$ cat config.mk
export PLATFORM = sky130hd
export DESIGN_NAME = serial_pc_ctrl
export DESIGN_NICKNAME = d
export VERILOG_FILES = /design/src/rtl/serial_pc_pkg.sv /design/src/rtl/serial_pc_fadder.sv /design/src/rtl/serial_pc_ctrl.sv
export SDC_FILE = /design/constraint.sdc
export NUM_CORES = 1
export LEC_CHECK = 0
export ABC_AREA = 1
export CAP_MARGIN = 10
export CORE_MARGIN = 2
export CORE_UTILIZATION = 48
export CTS_BUF_LIST = sky130_fd_sc_hd__clkbuf_16
export CTS_CLUSTER_DIAMETER = 200
export DETAILED_ROUTE_END_ITERATION = 8
export PLACE_DENSITY = 0.74
export SLEW_MARGIN = 20
export SYNTH_ARGS = -nofsm -noshare
export SYNTH_HDL_FRONTEND = slang
export SYNTH_SLANG_ARGS = --single-unit
$ cat constraint.sdc
create_clock -name clk -period 1.3 [get_ports clk]
set_input_delay 0.13 -clock clk [delete_from_list [all_inputs] [get_ports clk]]
set_output_delay 0.13 -clock clk [all_outputs]
set_load 0.01 [all_outputs]
$ cat src/rtl/serial_pc_pkg.sv
// Shared types for the bit-serial program-counter controller: op encodings and FSM states.
package serial_pc_pkg;

  typedef enum logic [1:0] {
    OP_INC  = 2'b00,
    OP_REL  = 2'b01,
    OP_LOAD = 2'b10,
    OP_NOP  = 2'b11
  } op_e;

  typedef enum logic [1:0] {
    ST_IDLE  = 2'b00,
    ST_SHIFT = 2'b01,
    ST_DONE  = 2'b10
  } state_e;

endpackage

$ cat src/rtl/serial_pc_fadder.sv
// One-bit full adder shared by the serial PC datapath (module fadder: a, b, c -> S, C).
module fadder (
  input  logic a,
  input  logic b,
  input  logic c,
  output logic S,
  output logic C
);

  assign S = a ^ b ^ c;
  assign C = (a & b) | (c & (a ^ b));

endmodule

$ cat src/rtl/serial_pc_ctrl.sv
// Bit-serial program-counter controller: INC/REL computed LSB-first through one full adder.
// Optional ovf output is built when SERIAL_PC_OVF_EN is defined.
module serial_pc_ctrl
  import serial_pc_pkg::*;
#(
  parameter int             W         = 8,
  parameter logic [W-1:0]   RESET_VEC = '0
) (
  input  logic         clk,
  input  logic         rst,
  input  logic         start,
  input  logic [1:0]   op,
  input  logic [W-1:0] operand,
  output logic [W-1:0] pc,
  output logic         busy,
`ifdef SERIAL_PC_OVF_EN
  output logic         ovf,
`endif
  output logic         done
);

  localparam int CW = $clog2(W);

  state_e          r_state;
  state_e          w_state_nxt;
  logic [W-1:0]    r_pc;
  logic [W-1:0]    r_a;
  logic [W-1:0]    r_b;
  logic [W-1:0]    r_sum;
  logic            r_carry;
  logic [CW-1:0]   r_cnt;
  logic            w_s;
  logic            w_c;
  logic            w_last;
  logic            w_go;

  assign w_go   = (r_state == ST_IDLE) && start;
  assign w_last = (r_cnt == CW'(W - 1));

  fadder u_fadder (
    .a (r_a[0]),
    .b (r_b[0]),
    .c (r_carry),
    .S (w_s),
    .C (w_c)
  );

  always_ff @(posedge clk) begin
    if (rst) r_state <= ST_IDLE;
    else     r_state <= w_state_nxt;
  end

  always_comb begin
    w_state_nxt = r_state;
    case (r_state)
      ST_IDLE: begin
        if (start) begin
          case (op_e'(op))
            OP_INC, OP_REL: w_state_nxt = ST_SHIFT;
            default:        w_state_nxt = ST_DONE;
          endcase
        end
      end
      ST_SHIFT: if (w_last) w_state_nxt = ST_DONE;
      ST_DONE:  w_state_nxt = ST_IDLE;
      default:  w_state_nxt = ST_IDLE;
    endcase
  end

  // Control and architectural PC: reset-sensitive
  always_ff @(posedge clk) begin
    if (rst) begin
      r_pc    <= RESET_VEC;
      r_carry <= 1'b0;
      r_cnt   <= '0;
    end else begin
      case (r_state)
        ST_IDLE: begin
          if (start) begin
            r_cnt <= '0;
            case (op_e'(op))
              OP_INC:  r_carry <= 1'b1;
              OP_REL:  r_carry <= 1'b0;
              OP_LOAD: r_pc    <= operand;
              default: ;
            endcase
          end
        end
        ST_SHIFT: begin
          r_carry <= w_c;
          r_cnt   <= r_cnt + 1'b1;
          // pc only changes once the full sum is assembled
          if (w_last) r_pc <= {w_s, r_sum[W-1:1]};
        end
        default: ;
      endcase
    end
  end

  // Serial operand/sum shift registers: data only, no reset needed
  always_ff @(posedge clk) begin
    if (w_go) begin
      r_a <= r_pc;
      r_b <= (op_e'(op) == OP_REL) ? operand : '0;
    end else if (r_state == ST_SHIFT) begin
      r_a   <= r_a >> 1;
      r_b   <= r_b >> 1;
      r_sum <= {w_s, r_sum[W-1:1]};
    end
  end

`ifdef SERIAL_PC_OVF_EN
  op_e r_op;

  always_ff @(posedge clk) begin
    if (w_go) r_op <= op_e'(op);
  end

  // INC reports unsigned carry-out; REL reports signed overflow (carry into MSB xor carry out)
  always_ff @(posedge clk) begin
    if (rst) begin
      ovf <= 1'b0;
    end else if (w_go && (op_e'(op) == OP_LOAD || op_e'(op) == OP_NOP)) begin
      ovf <= 1'b0;
    end else if (r_state == ST_SHIFT && w_last) begin
      ovf <= (r_op == OP_INC) ? w_c : (r_carry ^ w_c);
    end
  end
`endif

  assign pc   = r_pc;
  assign busy = (r_state != ST_IDLE);
  assign done = (r_state == ST_DONE);

endmodule

**Word level (Yosys, flattened, before mapping)**

Cells that the tools add are included.

- Bits in registers: 38
- Input bits: 13
- Output and inout port bits: 10
- Word-level logic and storage cells: 53

- Add/sub/neg operators: 1
- Equality and inequality tests: 9
- Mux-type cells: 18
- Bitwise logic cells: 6
- Reduce and logical (&&, ||, !) cells: 12

Operators by type and width:

| kind | count |
|---|---|
| 2-to-1 mux 8 bit | 8 |
| one-hot mux 8 bit (2 select lines) | 1 |
| 2-to-1 mux 2 bit | 3 |
| one-hot mux 3 bit (2 select lines) | 1 |
| AND reduction 2 bit | 3 |
| nonzero test 2 bit | 3 |
| == test 2 x 1 -> 1 bit (second input constant) | 2 |
| == test 2 bit (second input constant) | 2 |
| logical NOT 2 bit | 2 |
| inequality test 2 bit (second input constant) | 2 |
| one-hot mux 1 bit (2 select lines) | 2 |
| one-hot mux 2 bit (2 select lines) | 1 |
| AND reduction 4 bit | 1 |
| adder 3 x 1 -> 3 bit (second input constant) | 1 |
| == test 3 bit (second input constant) | 1 |
| 2-to-1 mux 3 bit | 1 |
| inequality test 3 x 1 -> 1 bit (second input constant) | 1 |
| AND reduction 3 bit | 1 |
| AND 1 bit | 2 |
| inequality test 2 x 1 -> 1 bit (second input constant) | 1 |
| OR reduction 2 bit | 1 |
| bitwise XOR 1 bit | 2 |
| logical AND 1 bit | 1 |
| 2-to-1 mux 1 bit | 1 |
| 2 further kinds | 2 |

**Logic depth before layout (Yosys ltp)**

Gate-level depths: netlist (run 1).

- Depth in word-level cells: 5
- Mapped depth: 9

**By module**

A second synthesis (run 1) with hierarchy kept.

- Cells, all modules: 181
- Area, all modules: 1652.8 um^2

Modules (own cells, without submodules):

| module | instances | cells an instance | area an instance (um^2) | sequential area each (um^2) |
|---|---|---|---|---|
| serial_pc_ctrl | 1 | 180 | 1632.8 | 970.9 |
| fadder | 1 | 1 | 20.0 | 0.0 |

**Worst setup path before layout (run 1)**

No wires, ideal clock.

- Path kind: reg-to-reg
- Start point: reg r_cnt[0]
- End point: reg r_pc[1] (netlist: pc[1])
- Setup time: 0.113 ns
- Arrival: 1.222 ns
- Required time: 1.187 ns
- Slack: -0.035 ns
- Cell stages (with the launch flop): 10
- Path buffers: 1
- Cells stage by stage: dfxtp_1 ha_1 ha_1 inv_1 nand3_1 nand3_4 buf_8 nand2_1 nand2_1 nor2_1

- Word-level cells in the longest chain between the ends: 3

Ends and longest elaborated chain:

| what | RTL line | text |
|---|---|---|
| start, declared | serial_pc_ctrl.sv:31 | `logic [CW-1:0] r_cnt;` |
| start signal, assigned | serial_pc_ctrl.sv:91 | `r_cnt <= r_cnt + 1'b1;` |
| == test 3 bit | serial_pc_ctrl.sv:38 | `assign w_last = (r_cnt == CW'(W - 1));` |
| inequality test 2 bit (no line) | -- |  |
| AND reduction 4 bit (no line) | -- |  |
| end signal, assigned | serial_pc_ctrl.sv:84 | `OP_LOAD: r_pc <= operand;` |
| end signal, assigned | serial_pc_ctrl.sv:93 | `if (w_last) r_pc <= {w_s, r_sum[W-1:1]};` |
| end, declared | serial_pc_ctrl.sv:26 | `logic [W-1:0] r_pc;` |

No other way between the ends.
A chain may end at the register's enable or synchronous reset.

**Final worst setup path (run 1)**

- Start point: reg r_a[0]
- End point: reg r_pc[7] (netlist: pc[7])

- Word-level cells in the longest chain between the ends: 4

Ends and longest elaborated chain:

| what | RTL line | text |
|---|---|---|
| start, declared | serial_pc_ctrl.sv:27 | `logic [W-1:0] r_a;` |
| start signal, assigned | serial_pc_ctrl.sv:103 | `r_a <= r_pc;` |
| start signal, assigned | serial_pc_ctrl.sv:106 | `r_a <= r_a >> 1;` |
| bitwise XOR 1 bit (2 in a row) | serial_pc_fadder.sv:10 | `assign S = a ^ b ^ c;` |
| via u_fadder.S | serial_pc_fadder.sv:6 | `output logic S,` |
| 2-to-1 mux 8 bit | serial_pc_ctrl.sv:93 |  |
| one-hot mux 8 bit (2 select lines) | serial_pc_ctrl.sv:77 | `case (r_state)` |

The timed path passes the listed nets, and every way through them passes these cells. The select of a mux whose other input is x is not followed.

==> results of run 1 <==
[cells in the final DEF (no fill, tap or decap)]
| cell type | Yosys | layout |
|---|---|---|
| a21oi_1 | 4 | 4 |
| buf_12 | 0 | 3 |
| buf_4 | 2 | 5 |
| bufinv_16 | 0 | 1 |
| clkbuf_16 | 0 | 6 |
| clkdlybuf4s50_1 | 0 | 12 |
| clkinv_1 | 1 | 2 |
| dfxtp_1 | 14 | 12 |
| dfxtp_2 | 0 | 2 |
| dlygate4sd2_1 | 0 | 2 |
| dlymetal6s2s_1 | 0 | 8 |
| edfxtp_1 | 23 | 23 |
| fa_1 | 1 | 1 |
| ha_4 | 0 | 2 |
| inv_1 | 26 | 24 |
| inv_2 | 1 | 3 |
| inv_4 | 0 | 1 |
| nand2_1 | 48 | 44 |
| nand2_2 | 0 | 4 |
| nand2_4 | 2 | 2 |
| nand3_2 | 0 | 1 |
| nand3_4 | 1 | 3 |
| nor2_1 | 22 | 22 |
| nor2_4 | 0 | 1 |
| nor3_2 | 0 | 1 |
| o21ai_0 | 27 | 22 |
| o21ai_1 | 0 | 5 |
[stage by stage]
stage / cells / cell area (sq um) / hold slack (ns)
6_report: 262 / 2266 / 0.4581
2_1_floorplan: 181 / 1658 / 0.1991
5_1_grt: 262 / 2266 / 0.4662
3_5_place_dp: 250 / 1966 / 0.4412
4_1_cts: 259 / 2157 / 0.4413
3_3_place_gp: 250 / 1966 / 0.4357
[power by group through the flow]
stage	clock (uW)	sequential, uW	combinational [uW]
after floorplan	0	1470	266
after global placement	0	1460	457
after detailed placement	0	1470	467
after CTS	1350	1450	485
after global routing	1400	1460	583
final	1320	1450	518
[area by class of cell]
class / instances / area share
clock buffer: 5 / 0.05522
clock inverter: 3 / 0.01657
inverter: 28 / 0.04749
multi-input combinational: 112 / 0.2667
sequential: 37 / 0.4296
tap: 46 / 0.02540
timing repair buffer: 31 / 0.1590
[metal layers]
layer  track usage  vias up  wire, microns
li1              -      645              -
met5             0        -              0
met1        0.2271      599           1473
met3       0.06306        5            154
met4       0.09167        0             64
met2        0.3226       26           1761
[state kept, by name (all words and copies together) (netlist names)]
name     cells
pc           8
r_state      2
r_sum        7
r_a          8
r_cnt        3
r_carry      1
r_b          8
[cell families (layout without fill, tap and decap cells)]
logic type,count (synthesis),in the layout,share of synthesized area
adders and majority gates,3,3,0.02725
DFF,37,37,0.5874
buffers and inverters,33,67,0.09537
and+or+nand+nor,77,78,0.1961
AOI/OAI and AO/OA,31,31,0.09387
[worst max-delay path: stages, from the launching register on]
cell and delay [ns]:
edfxtp_1 0.40, fa_1 0.51, nand2_1 0.08, o21ai_1 0.06
nor2_1 0.12, nor2_1 0.05
[worst paths after layout]
| path | endpoint | startpoint | slack [ns] | cells after the start |
|---|---|---|---|---|
| max | pc[7] | r_a[0] | -0.03 | 5 |
| min | r_sum[2] | r_sum[3] | 0.46 | 0 |
| max reg2reg | pc[7] | r_a[0] | -0.03 | 5 |
| min reg2reg | r_sum[2] | r_sum[3] | 0.46 | 0 |
[what timing repair did]
item,CTS,global route
cloned,1,1
gates resized for setup,9,25
setup endpoints to repair,10,31
pin swaps,6,5
buffers inserted,0,2
==> results.toml, run 1 <==
[run_status]
outcome = "complete, but fails checks"
failed_checks = "negative setup slack"

[routing]
drcViolationCount = 0
first_pass_iters = 4
routed_via_density = 4.866
totalWireLength_microns = 3454
drtIter0Drc = 83
wire_per_inst_microns = 13.18
ant_nets = 0
num_vias = 1275

[power_and_ir_drop]
clkPwrFrac = 0.402
pwr-share-seq = 0.440
p_sw_uw = 763.9
p_comb_frac = 0.158
p_leak_uw = 0.001071
total_power_uw = 3285
vdd_ir_drop_max_uv = 925.2
p_sw_frac = 0.2325
powerDensity_nw_per_um2 = 1450
cell_internal_pwr_uw = 2521

[placed_design]
dp_hpwl_microns = 2140
place_congestion = 0.7577
pre_cts_slack_ns = -0.1762
io_buffers = 22

[clock_tree]
cts-root-buf = "clkbuf_16"
cts-htree-levels = 2
cts.reportedPaths.clkPinSlew_ns = 0.06
cts_tree = "yes"
ctsHoldBuffers = 0
cts.sinks = 37
clk_latency_ns = 0.28
cts_buffer_depth = 2
cts-buffers-inserted = 5

[floorplan]
num_io_pins = 23
die_w_microns = 62.68
row_count = 21
fp.dieH_microns = 62.68
start_util = 0.4992
die_area_sq_um = 3929
core_sq_um = 3311

[global_routing]
grt_pass1_vias = 1215
grt_pass1_wl_microns = 5595
antenna_found_initial = 0
grt_max_degree = 29
grt_overflow = 0
grt_usage = 0.1940

[yosys]
syn-num-nets = 197
synth.most_common_cell = "nand2_1"
synth_largest_area_cell = "edfxtp_1"
synth.distinct_cells = 19
seq_area_frac_synth = 0.5874
synthFlopType = "edfxtp_1"
synth_common_cells = "nand2_1, o21ai_0, inv_1, edfxtp_1, nor2_1"
async_flop_share = 0
synth_edf_count = 23
yosysWarnings = 0
syn_area_sq_um = 1653
ys_ff_latch = 37
syn_inst = 181
synth_top_area_frac = 0.4179
yosys-top-cells-area = "edfxtp_1, dfxtp_1, nand2_1, o21ai_0, inv_1"
syn_area_per_cell_sq_um = 9.132

[sta]
fin_crit_sh = 1.026
slew_viol_final = 0
clock_skew_ns = 0.003958
fmax_mhz = 749.7
rsz0062_at_grt = "yes"
tightest_slew_ns = 0.2844
period_minus_slack_ns = 1.334
finalHoldViolCount = 0
finalSetupViolCount = 1
relSlewSlack = 0.8093
tns_ns = -0.03389
layout_setup_ws_ns = -0.03389

[setup_path]
start_kind = "flop"
worst_ep_required_time_ns = 1.47
arrival_ns = 1.50
end_kind = "flop"
critPathKind = "reg -> reg"
critPathMaxFanout = 2

[finish]
final_nets = 231
diodes = 0
area_growth_pct = 37.09
regArea_sq_um = 973.4
drive_above_1_share = 0.1620
multi_input_area_sq_um = 604.3
fin_util = 0.6844
n_fill_cell = 284

[run]
maxCapViolations = 0

[hold_path]
min_path_type = "reg -> reg"
Power figures use the tool's default switching activity.
==> run 2, diff against run 1 <==
--- a/config.mk
+++ b/config.mk
@@ -6,6 +6,7 @@
 export NUM_CORES = 1
 export LEC_CHECK = 0
 export ABC_AREA = 1
+export ABC_CLOCK_PERIOD_IN_PS = 1300
 export CAP_MARGIN = 10
 export CORE_MARGIN = 2
 export CORE_UTILIZATION = 48
==> results of run 2 <==
Final layout, timing and power as in run 1 (identical DEF).
